### config.mk
export PLATFORM = sky130hd
export DESIGN_NAME = micro_sequencer
export DESIGN_NICKNAME = d
export VERILOG_FILES = /design/src/rtl/micro_sequencer.sv
export SDC_FILE = /design/constraint.sdc
export NUM_CORES = 1
export LEC_CHECK = 0
export ABC_AREA = 1
export ABC_CLOCK_PERIOD_IN_PS = 1350
export BUFFER_PORTS_ARGS = -buffer_cell sky130_fd_sc_hd__clkbuf_2
export CORE_ASPECT_RATIO = 1.1
export CORE_MARGIN = 5
export CORE_UTILIZATION = 45
export CTS_BUF_LIST = sky130_fd_sc_hd__clkbuf_4 sky130_fd_sc_hd__clkbuf_8 sky130_fd_sc_hd__clkbuf_16
export CTS_CLUSTER_DIAMETER = 80
export DETAILED_ROUTE_END_ITERATION = 8
export PLACE_DENSITY = 0.75
export SYNTH_ARGS = -nofsm -noshare
export SYNTH_HDL_FRONTEND = slang
export SYNTH_SLANG_ARGS = --single-unit
### constraint.sdc
create_clock -name clk -period 1.35 [get_ports clk]
set_input_delay 0.2025 -clock clk [delete_from_list [all_inputs] [get_ports clk]]
set_output_delay 0.2025 -clock clk [all_outputs]
set_load 0.01 [all_outputs]
### src/rtl/micro_sequencer.sv
// micro_sequencer: microprogram sequencer holding the uPC for a microcoded RISC-V core
// Ports: clk, rst (sync, active-high), en (advance enable), ubr (branch type),
//   utarget (jump target), zero (ALU flag), mem_busy (bus busy), opcode (IR[6:0]),
//   upc (registered uPC), spin (comb. memory wait), illegal / ubr_err (1-cycle pulses).
// Optional feature: define UCALL_EN for a one-entry CALL/RET return register.
module micro_sequencer #(
  parameter int UADDR_WIDTH = 6,
  parameter logic [UADDR_WIDTH-1:0] FETCH_ADDR = '0,
  parameter logic [UADDR_WIDTH-1:0] ILLEGAL_ADDR = UADDR_WIDTH'(62)
) (
  input  logic                   clk,
  input  logic                   rst,
  input  logic                   en,
  input  logic [2:0]             ubr,
  input  logic [UADDR_WIDTH-1:0] utarget,
  input  logic                   zero,
  input  logic                   mem_busy,
  input  logic [6:0]             opcode,
  output logic [UADDR_WIDTH-1:0] upc,
  output logic                   spin,
  output logic                   illegal,
  output logic                   ubr_err
);
  logic [UADDR_WIDTH-1:0] inc, disp, nxt;
  logic known, err_n;
`ifdef UCALL_EN
  logic [UADDR_WIDTH-1:0] ret_reg;
`endif
  assign inc = upc + 1'b1;
  assign spin = en & (ubr == 3'd5) & mem_busy;
  always_comb begin
    disp = ILLEGAL_ADDR;
    known = 1'b1;
    case (opcode)
      7'b0000011: disp = UADDR_WIDTH'(8);
      7'b0100011: disp = UADDR_WIDTH'(12);
      7'b0010011: disp = UADDR_WIDTH'(16);
      7'b0110011: disp = UADDR_WIDTH'(20);
      7'b1100011: disp = UADDR_WIDTH'(24);
      7'b1101111: disp = UADDR_WIDTH'(28);
      7'b1100111: disp = UADDR_WIDTH'(32);
      7'b0110111: disp = UADDR_WIDTH'(36);
      7'b0010111: disp = UADDR_WIDTH'(40);
      default:    known = 1'b0;
    endcase
  end
  always_comb begin
    nxt = inc;
    err_n = 1'b0;
    case (ubr)
      3'd0: nxt = inc;
      3'd1: nxt = utarget;
      3'd2: nxt = zero ? utarget : inc;
      3'd3: nxt = zero ? inc : utarget;
      3'd4: nxt = disp;
      3'd5: nxt = mem_busy ? upc : inc;
`ifdef UCALL_EN
      3'd6: nxt = utarget;
      default: nxt = ret_reg;
`else
      // reserved codes restart the fetch routine and flag the fault
      default: begin
        nxt = FETCH_ADDR;
        err_n = 1'b1;
      end
`endif
    endcase
  end
  always_ff @(posedge clk) begin
    if (rst) begin
      upc <= FETCH_ADDR;
      illegal <= 1'b0;
      ubr_err <= 1'b0;
`ifdef UCALL_EN
      ret_reg <= '0;
`endif
    end else if (!en) begin
      illegal <= 1'b0;
      ubr_err <= 1'b0;
    end else begin
      upc <= nxt;
      illegal <= (ubr == 3'd4) & ~known;
      ubr_err <= err_n;
`ifdef UCALL_EN
      if (ubr == 3'd6) ret_reg <= inc;
`endif
    end
  end
endmodule

After elaboration in Yosys (flattened, before gate mapping)
Cells that the tools add are included.

storage, ports and cells
  register bits after elaboration = 8
  input port bits = 21
  output and inout bits = 9

cells by class
  $add $sub $neg = 1
  eq/ne operators = 15
  muxes and demuxes = 7
  bitwise gates (word level) = 5
  reduce and logical (&&, ||, !) cells = 5

operators by type and width
  kind                                                             count
  6-bit case mux with 9 select lines                               1
  6-bit case mux with 6 select lines                               1
  7-bit by 6-bit == test with 1-bit output, second input constant  3
  7-bit == test, second input constant                             3
  6-bit 2-to-1 mux                                                 3
  7-bit by 5-bit == test with 1-bit output, second input constant  2
  9-bit OR reduction                                               1
  7-bit by 2-bit == test with 1-bit output, second input constant  1
  6-bit by 1-bit adder with 6-bit output, second input constant    1
  3-bit by 2-bit == test with 1-bit output, second input constant  2
  3-bit == test, second input constant                             2
  6-bit OR reduction                                               1
  1-bit bitwise AND                                                3
  3-bit by 1-bit == test with 1-bit output, second input constant  1
  3-bit logical NOT                                                1
  1-bit 2-to-1 mux                                                 2
  2-bit != test, second input constant                             1
  1-bit inverter                                                   2
  2-bit AND reduction                                              1
  2-bit OR reduction                                               1

Depth between registers and ports, before layout
  depth in word-level cells = 5
  gate-level depth with buffers = 11
  mapped depth without buffers = 11

Worst setup path before layout
Ideal clock, no wire load.

  path type = register -> register
  start = register upc[0]
  end = register upc[4]
  arrival time = 1.126 ns
  data required time = 1.218 ns
  slack = 0.092 ns
  cell stages (with the launch flop) = 7
  clock period less this slack = 1.258 ns
  path through = dfxtp_1 -> ha_1 -> nand3_1 -> xor2_1 -> nor2_1 -> o21ai_1 -> a21oi_1

between the ends
  word-level cells in the longest chain between the ends = 3
  elaborated cells between the ends (all ways) = 5
  classes of those cells = add/sub (1); mux (4)

RTL lines
  element                                     RTL line    source
  from (decl)                                 19          output logic [UADDR_WIDTH-1:0] upc,
  from (signal assigned)                      81          upc <= nxt;
  6-bit by 1-bit adder with 6-bit output *    29          assign inc = upc + 1'b1;
  6-bit 2-to-1 mux, on equally long branches  56, 53, 54
  6-bit case mux with 6 select lines *        50          case (ubr)

Every way passes the cells marked *; elsewhere a longest branch is shown, timed or not. The select of a mux whose other input is x is not followed.
A chain may end at the register's enable or synchronous reset.

Worst setup path after layout
  start = register upc[2]
  end = register upc[3]

The elaborated chain is that of the path after synthesis.

==> flow_summary.toml <==
[route]
wl_met1_um = 800
met2_length_um = 1030
drcViolationCount = 0
avgRoutedWirePerCell_um = 10.6
viasPerCell = 5.00
ant_nets = 0
firstDrtPassIters = 4
totalWireLength_um = 1960
routed.top_layer = "met4"
wl_met3_um = 85
vias = 920
drt_iter0_drc = 17

[floorplan]
die_h_um = 52.6
dieWidth_um = 48.7
start_util_pct = 47.1
ios = 30
core.rowCount = 15
die-area_sq_um = 2560
core_sq_um = 1580

[cells_and_area]
post-route-util_pct = 61.2
syn2layout_area_growth_pct = 30.0
layout-drive-gt1-share_pct = 31.7
stdcell_count = 184
nets = 191
diodes = 0
final_cell_mix = "43 x nand2_1, 29 x clkbuf_2, 18 x inv_1, 18 x nand3_1, 16 x nor2_1"
final_common_cell = "nand2_1"

[timing]
drv_slew = 0
rsz0062_at_grt = "no"
setup_tns_ps = 0
post-route-min-period_ps = 1200
skew_ps = 13.3
fmax_mhz = 836
setup_violations = 0
min_period_over_period_pct = 88.6
hold_viol = 0
max_slew_margin_pct = 84.3
worst_slew_pin_slew_ps = 235

[clock_tree]
ctsResizeCount = 0
post_cts_buffers = 0
cts.sinks = 8
clockBufferDepth = 2
numCtsBuffers = 3
cts_root_buffer = "clkbuf_4"
cts_tree = "done"
htree_levels = 1
postCtsHoldBufs = 0
clock_latency_ps = 260
clkSlewWorstSetupHoldPaths_ps = 60

[grt]
grt_pass1_vias = 856
grt_pass1_wl_um = 3260
gr-total-overflow = 0
grt_start_max_net_pins = 9
antenna_found_initial = 0
grtUsageTotal_pct = 15.8

[setup_path]
crit_arrival_ps = 1400
end_kind = "flop"
path_class = "flop to flop"
start_kind = "flop"
cp_max_fo = 5
critPathRequiredTime_ps = 1550

[place]
place.gp.congestion = 0.850
hpwl_um = 1650
port_buffers = 29
place_inst = 181

[logic_synthesis]
synth_top_family_by_area = "simple AND/OR/NAND/NOR gates"
synth-warning-count = 0
synth-simple-area-share_pct = 54.8
syn_inst = 134
synth_seq_area_share_pct = 21.6
ys_types = 19
synth_compound_area_share_pct = 8.94
ys_seq_elements = 8
syn-cell-area_sq_um = 742
synthXorXnorAreaFrac_pct = 2.36
synth_mux_area_share_pct = 0
synthAdderAreaFrac_pct = 1.69
syn-num-nets = 156
syn_avg_cell_area_sq_um = 5.54

[pwr]
peakVddDrop_mv = 0.259
p_per_area_nw_per_um2 = 679
p_sw_share_pct = 33.7
combPwrFrac_pct = 30.9
finalPower_mw = 0.655
internal_power_mw = 0.434
power_frac_seq_pct = 40.5
leakagePower_nw = 0.530
switching_power_mw = 0.221
clockPowerShare_pct = 28.6

[min_path]
hold_class = "input port to flop"

[run]
cap_violations = 0

[outcome]
status = "finished clean"
[metal layers]
layer | track usage, % | vias up
met5 | 0 | -
met4 | 8.52 | 0
met3 | 1.71 | 5
met2 | 30.9 | 20
met1 | 16.4 | 405
li1 | - | 490
[synth_stat cells]
cell type,instances,area (sq um)
nor2_1,16,60.1
nand2_1,43,161
a21oi_1,5,25.0
nand3_1,18,90.1
nor3_4,1,16.3
inv_1,18,67.6
ha_1,1,12.5
nand2_2,7,43.8
a21oi_2,2,17.5
clkbuf_1,1,3.75
nand4_1,2,12.5
nor3_1,2,10.0
o21ai_2,1,8.76
o21ai_0,1,5.00
nor2_2,2,12.5
inv_2,2,7.51
o21ai_1,2,10.0
dfxtp_1,8,160
xor2_1,2,17.5
[power groups by stage]
| stage | registers [mW] | clock network [mW] | logic, mW |
|---|---|---|---|
| floorplan | 0.273 | 0 | 0.110 |
| global placement | 0.266 | 0 | 0.195 |
| detailed placement | 0.267 | 0 | 0.199 |
| CTS | 0.262 | 0.188 | 0.200 |
| global route | 0.268 | 0.198 | 0.228 |
| finish | 0.265 | 0.187 | 0.202 |
[metrics by stage]
step           setup slack [ps]  hold WS, ps  cell area (sq um)
5_1_grt                    4.60          234                965
4_1_cts                    37.4          215                942
3_3_place_gp                101          489                920
3_5_place_dp               60.1          490                920
2_1_floorplan              91.6          364                742
6_report                    154          211                965
[logic make-up (layout without fill, tap and decap cells)]
| group | count (synthesis) | after routing |
|---|---|---|
| adders and majority gates | 1 | 1 |
| AOI/OAI and AO/OA | 11 | 11 |
| and+or+nand+nor | 91 | 91 |
| xor gates and xnor gates | 2 | 2 |
| buffers and inverters | 21 | 54 |
| DFF | 8 | 8 |
[worst paths after layout]
kind / start / endpoint / slack [ps] / cells past startpoint
max: upc[2] / upc[3] / 150 / 10
min: rst / upc[3] / 210 / 2
max reg2reg: upc[2] / upc[3] / 150 / 10
min reg2reg: upc[1] / upc[1] / 500 / 2
[state kept, by name, indices dropped and copies added, names as in the netlist]
| register | cells |
|---|---|
| upc | 6 |
| illegal | 1 |
| ubr_err | 1 |
[area by class of cell]
cell class | count | area, sq um
fillers | 171 | 612
inverters | 20 | 75.1
well taps | 17 | 21.3
repair buffers | 31 | 160
multi-input cells | 105 | 523
clock buffers | 3 | 22.5
flip-flops and latches | 8 | 163
[critical path, cell delays in order (launching register included)]
cell     delay [ps]
dfxtp_1         440
nand2_1         100
inv_1            80
nand2_1          50
nand2_1          50
nand2_1          60
nor2_2          100
nor2_1           40
nand3_1          60
nand2_1          60
a21oi_2         100
Power figures use the tool's default switching activity.
